`src/rtl/load_store_unit_pkg.sv`:
```
// ---------------------------------------------------------------------------
// load_store_unit_pkg
// Shared microcontroller definitions for the load/store unit: bus widths,
// the LSU state encoding and a saturating counter helper.
// ---------------------------------------------------------------------------
package load_store_unit_pkg;

  localparam int ADDR_W = 4;   // word address width
  localparam int DATA_W = 8;   // data word width
  localparam int CNT_W  = 4;   // wait counter width (ACCESS_WAIT 0..15)
  localparam int ACC_W  = 8;   // completed-transaction counter width

  typedef enum logic [1:0] {
    ST_IDLE   = 2'd0,
    ST_ACCESS = 2'd1,
    ST_RESP   = 2'd2
  } lsu_state_e;

  // Increment that sticks at the all-ones value instead of wrapping.
  function automatic logic [ACC_W-1:0] sat_inc(input logic [ACC_W-1:0] v);
    if (v == {ACC_W{1'b1}}) begin
      return v;
    end else begin
      return v + {{(ACC_W-1){1'b0}}, 1'b1};
    end
  endfunction

endpackage

```
`src/rtl/load_store_unit_if.sv`:
```
// ---------------------------------------------------------------------------
// load_store_unit_if
// Request / response handshake and data-memory bus of the load/store unit.
//   slave  : the load/store unit side
//   master : the environment side (upstream requester, downstream consumer,
//            and the external data memory)
// ---------------------------------------------------------------------------
interface load_store_unit_if;
  import load_store_unit_pkg::*;

  // upstream request
  logic              req_valid;
  logic              req_ready;
  logic              req_we;
  logic [ADDR_W-1:0] req_addr;
  logic [DATA_W-1:0] req_wdata;
  // downstream response
  logic              rsp_valid;
  logic              rsp_ready;
  logic [DATA_W-1:0] rsp_rdata;
  // data memory (combinational read)
  logic              mem_en;
  logic              mem_we;
  logic [ADDR_W-1:0] mem_addr;
  logic [DATA_W-1:0] mem_wdata;
  logic [DATA_W-1:0] mem_rdata;

  modport slave (
    input  req_valid, req_we, req_addr, req_wdata, rsp_ready, mem_rdata,
    output req_ready, rsp_valid, rsp_rdata, mem_en, mem_we, mem_addr, mem_wdata
  );

  modport master (
    output req_valid, req_we, req_addr, req_wdata, rsp_ready, mem_rdata,
    input  req_ready, rsp_valid, rsp_rdata, mem_en, mem_we, mem_addr, mem_wdata
  );

endinterface

```
`src/rtl/load_store_unit_wait_counter.sv`:
```
// ---------------------------------------------------------------------------
// wait_counter
// Down-counter for the per-access wait states of the load/store unit.
// Ports:
//   clk, rst      : clock, synchronous active-high reset (clears the count)
//   load_i        : load load_val_i (priority over decrement)
//   load_val_i    : value to load
//   dec_i         : decrement request; ignored once the count is zero
//   zero_o        : count is zero (final access cycle)
// ---------------------------------------------------------------------------
module wait_counter
  import load_store_unit_pkg::*;
#(
  parameter int W = CNT_W
) (
  input  logic         clk,
  input  logic         rst,
  input  logic         load_i,
  input  logic [W-1:0] load_val_i,
  input  logic         dec_i,
  output logic         zero_o
);

  logic [W-1:0] count_q;

  // Load / saturating-at-zero decrement of the wait count.
  always_ff @(posedge clk) begin
    if (rst) begin
      count_q <= {W{1'b0}};
    end else if (load_i) begin
      count_q <= load_val_i;
    end else if (dec_i && (count_q != {W{1'b0}})) begin
      count_q <= count_q - {{(W-1){1'b0}}, 1'b1};
    end else begin
      count_q <= count_q;
    end
  end

  assign zero_o = (count_q == {W{1'b0}});

endmodule

```
`src/rtl/load_store_unit.sv`:
```
// ---------------------------------------------------------------------------
// load_store_unit
// Single-outstanding load/store engine sitting between an upstream
// requester and the external data memory.  A request is latched in IDLE,
// the memory is accessed for ACCESS_WAIT+1 cycles (write strobe only in the
// last one), and the result is held in RESP until the consumer takes it.
// Parameters:
//   ACCESS_WAIT : extra wait cycles per memory access, legal range 0..15
// Ports:
//   clk        : single clock, rising edge
//   rst        : synchronous active-high reset
//   bus        : request/response handshake + data memory bus (slave side)
//   acc_count  : completed-transaction count, saturates at 255
// ---------------------------------------------------------------------------
module load_store_unit
  import load_store_unit_pkg::*;
#(
  parameter int unsigned ACCESS_WAIT = 0
) (
  input  logic              clk,
  input  logic              rst,
  load_store_unit_if.slave  bus,
  output logic [ACC_W-1:0]  acc_count
);

  localparam logic [CNT_W-1:0] WAIT_INIT = CNT_W'(ACCESS_WAIT);

  lsu_state_e        state_q;
  logic              op_we_q;
  logic [ADDR_W-1:0] addr_q;
  logic [DATA_W-1:0] wdata_q;
  logic [DATA_W-1:0] rdata_q;
  logic [ACC_W-1:0]  acc_count_q;
  logic [ACC_W-1:0]  acc_count_d;

  logic accept_s;
  logic in_access_s;
  logic wait_zero_s;

  assign accept_s    = (state_q == ST_IDLE) && bus.req_valid;
  assign in_access_s = (state_q == ST_ACCESS);
  assign acc_count_d = sat_inc(acc_count_q);

  wait_counter #(
    .W (CNT_W)
  ) u_wait_counter (
    .clk        (clk),
    .rst        (rst),
    .load_i     (accept_s),
    .load_val_i (WAIT_INIT),
    .dec_i      (in_access_s),
    .zero_o     (wait_zero_s)
  );

  // Transaction FSM: latch request, capture response data, count completions.
  always_ff @(posedge clk) begin
    if (rst) begin
      state_q     <= ST_IDLE;
      op_we_q     <= 1'b0;
      addr_q      <= {ADDR_W{1'b0}};
      wdata_q     <= {DATA_W{1'b0}};
      rdata_q     <= {DATA_W{1'b0}};
      acc_count_q <= {ACC_W{1'b0}};
    end else begin
      case (state_q)
        ST_IDLE: begin
          if (bus.req_valid) begin
            // Everything the access needs is captured here, so upstream may
            // drop or change its inputs from the next cycle on.
            op_we_q <= bus.req_we;
            addr_q  <= bus.req_addr;
            wdata_q <= bus.req_wdata;
            state_q <= ST_ACCESS;
          end else begin
            state_q <= ST_IDLE;
          end
        end
        ST_ACCESS: begin
          if (wait_zero_s) begin
            // Stores echo their own data back as the response.
            rdata_q <= op_we_q ? wdata_q : bus.mem_rdata;
            state_q <= ST_RESP;
          end else begin
            state_q <= ST_ACCESS;
          end
        end
        ST_RESP: begin
          if (bus.rsp_ready) begin
            acc_count_q <= acc_count_d;
            state_q     <= ST_IDLE;
          end else begin
            state_q <= ST_RESP;
          end
        end
        default: begin
          state_q <= ST_IDLE;
        end
      endcase
    end
  end

  // Outputs are a pure decode of registered state.  The handshake and memory
  // strobes are additionally masked by rst so nothing is offered or written
  // in a cycle where reset is pending.
  assign bus.req_ready = !rst && (state_q == ST_IDLE);
  assign bus.mem_en    = !rst && in_access_s;
  assign bus.mem_we    = !rst && in_access_s && op_we_q && wait_zero_s;
  assign bus.mem_addr  = addr_q;
  assign bus.mem_wdata = wdata_q;
  assign bus.rsp_valid = (state_q == ST_RESP);
  assign bus.rsp_rdata = rdata_q;
  assign acc_count     = acc_count_q;

endmodule

```
`src/flat_wrapper.sv`:
```
// flat-port wrapper written by rule: the top's interface ports become plain ports
module load_store_unit_flat import load_store_unit_pkg::*;
#(
  parameter int unsigned ACCESS_WAIT = 0
)
  (clk, rst, acc_count, bus_req_valid, bus_req_we, bus_req_addr, bus_req_wdata, bus_rsp_ready, bus_mem_rdata, bus_req_ready, bus_rsp_valid, bus_rsp_rdata, bus_mem_en, bus_mem_we, bus_mem_addr, bus_mem_wdata);
  load_store_unit_if bus_i ();
  input  logic clk;
  input  logic rst;
  output logic [ACC_W-1:0] acc_count;
  input wire logic [$bits(bus_i.req_valid)-1:0] bus_req_valid;
  input wire logic [$bits(bus_i.req_we)-1:0] bus_req_we;
  input wire logic [$bits(bus_i.req_addr)-1:0] bus_req_addr;
  input wire logic [$bits(bus_i.req_wdata)-1:0] bus_req_wdata;
  input wire logic [$bits(bus_i.rsp_ready)-1:0] bus_rsp_ready;
  input wire logic [$bits(bus_i.mem_rdata)-1:0] bus_mem_rdata;
  output wire logic [$bits(bus_i.req_ready)-1:0] bus_req_ready;
  output wire logic [$bits(bus_i.rsp_valid)-1:0] bus_rsp_valid;
  output wire logic [$bits(bus_i.rsp_rdata)-1:0] bus_rsp_rdata;
  output wire logic [$bits(bus_i.mem_en)-1:0] bus_mem_en;
  output wire logic [$bits(bus_i.mem_we)-1:0] bus_mem_we;
  output wire logic [$bits(bus_i.mem_addr)-1:0] bus_mem_addr;
  output wire logic [$bits(bus_i.mem_wdata)-1:0] bus_mem_wdata;
  assign bus_i.req_valid = bus_req_valid;
  assign bus_i.req_we = bus_req_we;
  assign bus_i.req_addr = bus_req_addr;
  assign bus_i.req_wdata = bus_req_wdata;
  assign bus_i.rsp_ready = bus_rsp_ready;
  assign bus_i.mem_rdata = bus_mem_rdata;
  assign bus_req_ready = bus_i.req_ready;
  assign bus_rsp_valid = bus_i.rsp_valid;
  assign bus_rsp_rdata = bus_i.rsp_rdata;
  assign bus_mem_en = bus_i.mem_en;
  assign bus_mem_we = bus_i.mem_we;
  assign bus_mem_addr = bus_i.mem_addr;
  assign bus_mem_wdata = bus_i.mem_wdata;
  load_store_unit #(.ACCESS_WAIT(ACCESS_WAIT)) u_core (.clk(clk), .rst(rst), .bus(bus_i), .acc_count(acc_count));
endmodule
```
`config.mk`:
```
export PLATFORM = sky130hd
export DESIGN_NAME = load_store_unit_flat
export DESIGN_NICKNAME = d
export VERILOG_FILES = /design/src/rtl/load_store_unit_pkg.sv /design/src/rtl/load_store_unit_if.sv /design/src/rtl/load_store_unit_wait_counter.sv /design/src/rtl/load_store_unit.sv /design/src/flat_wrapper.sv
export SDC_FILE = /design/constraint.sdc
export NUM_CORES = 1
export LEC_CHECK = 0
export BUFFER_PORTS_ARGS = -buffer_cell sky130_fd_sc_hd__buf_2
export CAP_MARGIN = 0
export CORE_MARGIN = 4
export CORE_UTILIZATION = 48
export CTS_CLUSTER_DIAMETER = 150
export DETAILED_ROUTE_END_ITERATION = 10
export HOLD_SLACK_MARGIN = 0.15
export MAX_ROUTING_LAYER = met4
export PLACE_DENSITY = 0.82
export REMOVE_ABC_BUFFERS = 1
export SLEW_MARGIN = 20
export SYNTH_ARGS = -nofsm -noshare
export SYNTH_HDL_FRONTEND = slang
export SYNTH_SLANG_ARGS = --single-unit
export TNS_END_PERCENT = 100
```
`constraint.sdc`:
```
create_clock -name clk -period 1.92 [get_ports clk]
set_clock_uncertainty 0.05 [all_clocks]
set_input_delay 0.096 -clock clk [delete_from_list [all_inputs] [get_ports clk]]
set_output_delay 0.096 -clock clk [all_outputs]
set_load 0.01 [all_outputs]
```
==> results of run 1 <==
-- worst max-delay path by stage --
stage	startpoint	endpoint	slack [ns]	depth (start not counted)
CTS	u_core.state_q[1]	u_core.bus.mem_wdata[5]	0.20	6
finish	u_core.state_q[1]	u_core.bus.mem_wdata[5]	0.21	6
global placement	u_core.u_wait_counter.count_q[0]	u_core.bus.rsp_rdata[2]	0.38	6
detailed placement	u_core.u_wait_counter.count_q[0]	u_core.bus.rsp_rdata[3]	0.31	6
global route	u_core.state_q[1]	u_core.bus.mem_wdata[5]	0.09	6
floorplan	u_core.acc_count[0]	u_core.acc_count[1]	0.44	5
-- layer usage --
metal	up-vias	share of wire, %	global-route usage, %
li1	767	-	-
met1	693	40	21.9
met2	45	52	35.7
met3	12	4.1	3.87
met4	0	3.8	10.3
met5	-	0	-
-- kinds of logic after synthesis --
| group | Yosys count | synth area share [%] |
|---|---|---|
| simple gates | 82 | 26.8 |
| flops | 35 | 46.3 |
| compound gates | 31 | 12.2 |
| buf+inv | 12 | 3.47 |
| mux | 10 | 6.62 |
| xor+xnor | 5 | 2.89 |
| fa+ha+maj | 2 | 1.65 |
-- report_power, final --
part | total (uW) | switching [uW] | internal, uW
sequential | 790 | 28.2 | 762
clock | 385 | 243 | 141
combinational | 239 | 118 | 121
-- cell usage in the layout, fill, tap and decap left out, types with 2 or more instances in the layout --
cell type / count
o21ai_0: 2
a211oi_1: 10
nor3_1: 6
a21oi_1: 17
clkbuf_4: 5
xor2_1: 4
and3_1: 2
buf_4: 3
ha_1: 2
nand2_1: 31
nor2_1: 24
inv_1: 4
mux2i_1: 10
nand3_1: 4
buf_2: 56
dlygate4sd3_1: 24
nand2b_1: 2
dfxtp_1: 35
-- cell type report --
type / count / area [um2] / share of cell area, %
clock buffer: 6 / 41.3 / 1.94
clock inverter: 2 / 12.5 / 0.588
inverter: 4 / 15.0 / 0.706
multi-input combinational: 130 / 759 / 35.7
sequential: 35 / 701 / 32.9
tap: 44 / 55.1 / 2.59
timing repair buffer: 83 / 543 / 25.5
-- critical path: cells and delay by family, from the launching register on --
family | cells | cell delay (ns)
and+or+nand+nor | 3 | 0.31
buffers and inverters | 2 | 0.74
DFF | 1 | 0.43
AOI/OAI and AO/OA | 1 | 0.05
-- flip-flops by register name, summed over array words and instances, names as in the netlist --
signal	count
u_core.acc_count	8
u_core.bus.mem_addr	4
u_core.bus.mem_wdata	8
u_core.bus.rsp_rdata	8
u_core.op_we_q	1
u_core.state_q	2
u_core.u_wait_counter.count_q	4
-- timing repair --
item,in CTS,in global routing
setup buffers,0,0
hold buffers,24,0
hold endpoints to repair,29,0
endpoints found under the setup margin,0,0
-- through the flow --
stage,total power (uW),utilization (%),cell area (um2)
global placement,1000,60.5,1830
detailed placement,1010,60.5,1830
CTS,1420,70.2,2130
global route,1480,70.2,2130
finish,1410,70.2,2130
floorplan,906,-,1480
==> metrics.md, run 1 <==
| Metric | Value |
|---|---|
| Routability cong. | 0.798 |
| Final ANT Viol Nets | 0 |
| Die Width | 64.1 um |
| CTS Root Buffer Type | clkbuf_4 |
| Setup TNS | 0 ns |
| Worst path max stage delay | 0.56 ns |
| Relative slew slack | 66.1% |
| ANT cells | 0 |
| Synth warn | 0 |
| Worst min-delay path endpoint | u_core.bus.mem_wdata[6] |
| Top Ports | 57 |
| Commonest cells in the netlist | dfxtp_1 (35), nand2_1 (31), nor2_1 (24), a21oi_1 (17) |
| Max_cap viols | 0 |
| Synthesized area | 1510 um2 |
| Yosys reg bits | 35 |
| Req. time, crit path | 2.09 ns |
| Internal reg-to-reg setup slack | 0.21 ns |
| Avg Inst Size Synth | 8.55 um2 |
| Initial antenna violation count | 0 |
| RSZ-0062 raised after global routing | no |
| Tcrit/Tclk final | 88.8% |
| Reg2Reg Capture Point | u_core.bus.mem_wdata[5] |
| Post-synth top area cell | dfxtp_1 |
| Final std cells w/o fill | 304 |
| Final hold vios | 0 |
| R2R depth | 6 |
| Dpl ws | 0.305 ns |
| Min Hold Slack | 0.189 ns |
| CTS tree | built |
| Crit path kind | register to register |
| GRT Util Overall | 20.4% |
| Rows | 20 |
| DRC Markers | 0 |
| Run status | finished, final reports clean |
| Worst-Skew Late Latency | 0.32 ns |
| Core area | 3030 um2 |
| Worst hold start | bus_req_valid |
| DP Cell Count | 272 |
| Yosys cell types | 32 |
| HP Class | input port to register |
| Gr ovfl total | 0 |
| Worst path slowest cell | dlygate4sd3_1 |
| Leading post-synthesis cells by cell area | dfxtp_1 (46%), nand2_1 (7.7%), mux2i_1 (6.6%) |
| Fin nets | 286 |
| DRT Pass-1 Iters | 4 |
| H-tree depth | 2 |
| CP arrival | 1.87 ns |
| Worst-case clock buffer depth | 2 |
| Routed via count | 1,517 |
| Die Height | 64.1 um |
| Port bufs | 56 |
| Startpoint types | register |
| Ys async rst share | 0% |
| Fraction of layout instances using a drive strength above 1 | 27.3% |
| Max Slew Vio Count | 0 |
| Cts repair resizes | 0 |
| Worst r2r src | u_core.state_q[1] |
| Clk pin slew, worst setup/hold paths | 0.11 ns |
| Clock Sink Count | 35 |
| CP Cell Sequence | nor2_1, and2_0, buf_4, nand2_1, a21oi_1, dlygate4sd3_1 |
| CP endpoint kind | register |
| Crit Path Max Fanout | 14 |
| Total CTS buffers | 5 |
| Leak Pwr | 0.000935 uW |
| FILL cells | 248 |
| Area share of the largest cell type after synthesis | 46.3% |
| First-pass GRT wire length | 6420 um |
| Detailed-placement wirelength estimate | 2500 um |
| Pin count of the biggest net entering global routing | 21 |
| Count leader, synth | dfxtp_1 |
| Post-DR wirelength/cell | 12.8 um |
| Iteration-0 DRC Markers | 71 |
| Total power per unit cell area | 665 nW/um2 |
| Final setup violation count | 0 |
| Vias per cell | 4.99 |
| Synth-to-layout area growth | 40.6% |
| Initial core utilization | 50.0% |
| Vias in the first global route | 1,464 |
| Min Tclk post-route | 1.71 ns |
| Cells after synthesis | 177 |
| Final setup margin | 0.214 ns |
| Post-synth EDFFs | 0 |
| Hold path depth | 5 |
| Least-Margin Pin Slew | 0.508 ns |
| Peak supply drop | 0.000534 V |
| Die Area | 4110 um2 |
| Top_reg_cell synth | dfxtp_1 |
| Total Wirelength | 3890 um |
| FMAX | 586 MHz |
| Sequential area share after synthesis | 46.3% |
Power figures use the tool's default switching activity.
==> run 2: changes to the inputs <==
==> constraint.sdc (replaced) <==
create_clock -name clk -period 1.92 [get_ports clk]
set_clock_uncertainty 0.05 [all_clocks]
set_input_delay 0.384 -clock clk [delete_from_list [all_inputs] [get_ports clk]]
set_output_delay 0.384 -clock clk [all_outputs]
set_load 0.01 [all_outputs]
==> metrics.md, run 2 (synthesis gave the netlist of run 1 again) <==
| Metric | Value |
|---|---|
| Run status | finished, final reports clean |
| Reg power frac | 55.1% |
| Routability cong. | 0.806 |
| Total power | 1430 uW |
| Startpoint types | register |
| Rows | 20 |
| Synth-to-layout area growth | 28.6% |
| Max_cap viols | 0 |
| Hold Buf Count CTS | 0 |
| Crit path kind | register to primary output |
| Req. time, crit path | 1.49 ns |
| Final setup margin | 0.0892 ns |
| Clk pin slew, worst setup/hold paths | 0.10 ns |
| Fin nets | 265 |
| Total CTS buffers | 5 |
| Final hold vios | 0 |
| Max Slew Vio Count | 0 |
| Worst path max stage delay | 0.34 ns |
| GRT Util Overall | 17.6% |
| Initial antenna violation count | 0 |
| Switching power share of the total | 25.0% |
| HP Class | input port to register |
| Total Wirelength | 3400 um |
| Die Width | 64.1 um |
| Die Height | 64.1 um |
| Worst-Skew Late Latency | 0.32 ns |
| FMAX | 546 MHz |
| Initial core utilization | 50.0% |
| Clk pwr share | 30.4% |
| Routed via count | 1,410 |
| Vias per cell | 4.98 |
| Peak supply drop | 0.000517 V |
| Setup TNS | 0 ns |
| Least-Margin Pin Slew | 0.360 ns |
| Net switching power figure | 357 uW |
| Port bufs | 56 |
| Pin count of the biggest net entering global routing | 25 |
| Total power per unit cell area | 733 nW/um2 |
| CP arrival | 1.40 ns |
| Final ANT Viol Nets | 0 |
| Post-DR wirelength/cell | 12.0 um |
| H-tree depth | 2 |
| Relative slew slack | 75.7% |
| DRT Pass-1 Iters | 6 |
| Commonest non-fill, non-tap cell in the layout | buf_2 |
| CTS tree | built |
| Min Tclk post-route | 1.83 ns |
| Internal power | 1070 uW |
| Leak Pwr | 0.000866 uW |
| Final setup violation count | 0 |
| Gr ovfl total | 0 |
| Clock Sink Count | 35 |
| Iteration-0 DRC Markers | 94 |
| Comb pwr share | 14.5% |
| CP endpoint kind | primary output |
| Detailed-placement wirelength estimate | 2530 um |
| Core area | 3030 um2 |
| CP Cell Sequence | inv_1, ha_2, nor3b_4, and3_1, buf_2 |
| Fraction of layout instances using a drive strength above 1 | 33.9% |
| Die Area | 4110 um2 |
| Vias in the first global route | 1,332 |
| Final std cells w/o fill | 283 |
| Tcrit/Tclk final | 95.4% |
| Dpl ws | 0.314 ns |
| Most frequent cells in the layout | buf_2 (56), dfxtp_1 (33), nand2_1 (31) |
| First-pass GRT wire length | 5670 um |
| Crit Path Max Fanout | 3 |
| CTS Root Buffer Type | clkbuf_4 |
| ANT cells | 0 |
| DRC Markers | 0 |
| Worst-case clock buffer depth | 2 |
| Top Ports | 57 |
| Worst path slowest cell | dfxtp_2 |
| DP Cell Count | 274 |
[run 2: cell types whose count changed in the layout (fill, tap and decap cells not counted), moves of 2 or more]
cell / delta
dfxtp_2: +2
dlygate4sd3_1: -24
clkbuf_8: +2
dfxtp_1: -2
buf_4: +3
[run 2: area by class of cell]
cell class              instances  area, um2
fillers                       281       1080
multi-input cells             130        778
flip-flops and latches         35        703
repair buffers                 62        325
clock buffers                   8       68.8
well taps                      44       55.1
inverters                       4       15.0
[run 2: per-stage QoR]
step / utilization, % / hold slack, ns / instance area, um2
6_report: 64.3 / 0.246 / 1950
5_1_grt: 64.3 / 0.233 / 1950
4_1_cts: 63.3 / 0.228 / 1920
3_5_place_dp: 61.0 / 0.393 / 1850
3_3_place_gp: 61.0 / 0.390 / 1850
2_1_floorplan: - / 0.403 / 1480
[run 2: layer usage]
layer | part of all wire (%) | vias to the layer above | global-route usage [%]
met5 | 0 | - | -
met4 | 2.4 | 0 | 7.12
met3 | 4.5 | 6 | 3.87
met2 | 50 | 38 | 29.7
met1 | 43 | 638 | 20.1
li1 | - | 728 | -
[run 2: worst max-delay path: cells and delay by family, from the launching register on]
kind | cells | cell delay, ns
adders and majority gates | 1 | 0.19
buffers and inverters | 2 | 0.18
DFF | 1 | 0.34
and+or+nand+nor | 2 | 0.38
[run 2: timing repair]
action                                  CTS  global route
endpoints found under the setup margin    0             1
resized for setup                         0             8
setup buffers                             0             1
[run 2: power by group through the flow]
stage                     Combinational (uW)  Clock [uW]  Sequential [uW]
after global placement                   204           0              801
after floorplan                         87.0           0              819
final                                    206         434              786
after detailed placement                 208           0              802
after CTS                                208         455              785
after global routing                     230         487              792
[run 2: final timing paths]
| check | start | endpoint | slack (ns) | depth (start not counted) |
|---|---|---|---|---|
| hold reg to reg | u_core.bus.mem_addr[2] | u_core.bus.mem_addr[2] | 0.41 | 2 |
| setup reg to reg | u_core.u_wait_counter.count_q[0] | u_core.bus.rsp_rdata[4] | 0.30 | 6 |
| setup / recovery | u_core.u_wait_counter.count_q[0] | bus_mem_we | 0.09 | 5 |
| hold / removal | bus_req_addr[2] | u_core.bus.mem_addr[2] | 0.25 | 3 |
==> run 3: changes to the inputs <==
- BUFFER_PORTS_ARGS: -buffer_cell sky130_fd_sc_hd__buf_2 -> not set
- CELL_PAD_IN_SITES_DETAIL_PLACEMENT: not set -> 0
- CELL_PAD_IN_SITES_GLOBAL_PLACEMENT: not set -> 1
- CORE_UTILIZATION: 48 -> 44
- DONT_BUFFER_PORTS: not set -> 1
- PLACE_DENSITY: 0.82 -> 0.81
==> metrics.md, run 3 (synthesis gave the netlist of run 1 again) <==
| Metric | Value |
|---|---|
| Run status | finished, final reports clean |
| Worst-case clock buffer depth | 2 |
| Commonest non-fill, non-tap cell in the layout | dfxtp_1 |
| Max_cap viols | 0 |
| Detailed-placement wirelength estimate | 2450 um |
| CTS Root Buffer Type | clkbuf_4 |
| Footprint of the multi-input gates | 776 um2 |
| Tcrit/Tclk final | 94.2% |
| Worst-Skew Late Latency | 0.34 ns |
| Max Slew Vio Count | 0 |
| Post-DR wirelength/cell | 14.4 um |
| Area after DPL | 1580 um2 |
| Final ANT Viol Nets | 0 |
| Total power | 1350 uW |
| Fin nets | 223 |
| Final hold vios | 0 |
| HP Class | input port to register |
| Setup TNS | 0 ns |
| Clk pin slew, worst setup/hold paths | 0.10 ns |
| Gr ovfl total | 0 |
| Crit path kind | register to primary output |
| Leak Pwr | 0.000649 uW |
| Top Ports | 57 |
| Initial antenna violation count | 0 |
| Comb pwr share | 11.4% |
| Internal power | 973 uW |
| Vias in the first global route | 1,271 |
| Crit Path Max Fanout | 7 |
| DRC Markers | 0 |
| CP endpoint kind | primary output |
| First-pass GRT wire length | 5660 um |
| Register area | 701 um2 |
| Vias per cell | 5.23 |
| Die Height | 66.6 um |
| Reg power frac | 59.7% |
| Relative slew slack | 61.7% |
| H-tree depth | 2 |
| FMAX | 553 MHz |
| RSZ-0062 raised after global routing | no |
| Routed via count | 1,272 |
| Least-Margin Pin Slew | 0.575 ns |
| GRT Util Overall | 17.3% |
| Net switching power figure | 376 uW |
| Startpoint types | register |
| Iteration-0 DRC Markers | 51 |
| DRT Pass-1 Iters | 4 |
| Peak supply drop | 0.000554 V |
| Routability cong. | 0.783 |
| Rows | 21 |
| Fraction of layout instances using a drive strength above 1 | 10.7% |
| Die Area | 4440 um2 |
| ANT cells | 0 |
| Core Util, Final | 53.4% |
| Final Cell Area | 1780 um2 |
| CP arrival | 1.37 ns |
| Die Width | 66.6 um |
| Synth-to-layout area growth | 17.9% |
| Most frequent cells in the layout | dfxtp_1 (35), nand2_1 (31), nor2_1 (24) |
| FILL cells | 325 |
| Clock Sink Count | 35 |
| Final setup violation count | 0 |
| Switching power share of the total | 27.9% |
| Port bufs | 0 |
| Total power per unit cell area | 756 nW/um2 |
| Pin count of the biggest net entering global routing | 32 |
| CTS tree | built |
| Req. time, crit path | 1.49 ns |
| Total setup buffers inserted after CTS | 0 |
| Total Wirelength | 3510 um |
| Total CTS buffers | 5 |
| Min Tclk post-route | 1.81 ns |
| Initial core utilization | 45.3% |
| Core area | 3340 um2 |
| Clk pwr share | 28.9% |
## run 3: cell count changes in the layout (fill, tap and decap cells not counted), sizes merged
cell | before | now
clkinvlp | 0 | 1
buf | 62 | 7
clkbuf | 8 | 6
clkinv | 0 | 1
dlygate4sd3 | 0 | 13
## run 3: final cells by class
cell class / count / share of cell area (%)
inverter: 4 / 0.842
timing repair buffer: 20 / 10.1
tap: 46 / 3.23
clock inverter: 2 / 0.702
sequential: 35 / 39.3
multi-input combinational: 130 / 43.5
clock buffer: 6 / 2.32
## run 3: power groups by stage
stage / Clock, uW / Sequential, uW / Combinational, uW
finish: 390 / 805 / 154
global route: 442 / 811 / 174
CTS: 402 / 806 / 154
detailed placement: 0 / 823 / 122
global placement: 0 / 822 / 118
floorplan: 0 / 819 / 87.0
## run 3: final timing paths
check,cells past startpoint,endpoint,from,slack (ns)
setup reg to reg,6,u_core.bus.rsp_rdata[5],u_core.u_wait_counter.count_q[0],0.27
setup / recovery,3,bus_mem_we,u_core.state_q[1],0.11
hold reg to reg,2,u_core.bus.mem_addr[2],u_core.bus.mem_addr[2],0.46
hold / removal,3,u_core.state_q[1],bus_rsp_ready,0.18
## run 3: critical path, cell delays in order (launching register included)
cell,delay (ns)
dfxtp_1,0.37
nand2b_1,0.28
nor2_1,0.18
and3_4,0.22
## run 3: metrics by stage
step	hold WS, ns	setup slack (ns)	instances
2_1_floorplan	0.403	0.439	169
3_3_place_gp	0.407	0.385	221
3_5_place_dp	0.408	0.308	221
4_1_cts	0.171	0.0206	243
5_1_grt	0.207	0.00281	243
6_report	0.184	0.111	243
## run 3: what timing repair did
item | CTS | global route
resized for setup | 0 | 3
setup endpoints to repair | 0 | 1
hold buffers | 14 | 0
hold endpoints to repair | 31 | 0
## run 3: per-layer routing
metal | vias up | GRT usage, % | routed length, um
met5 | - | - | 0
met4 | 0 | 8.38 | 66
met3 | 7 | 5.06 | 281
met2 | 50 | 28.1 | 1790
met1 | 573 | 19.5 | 1370
li1 | 642 | - | -
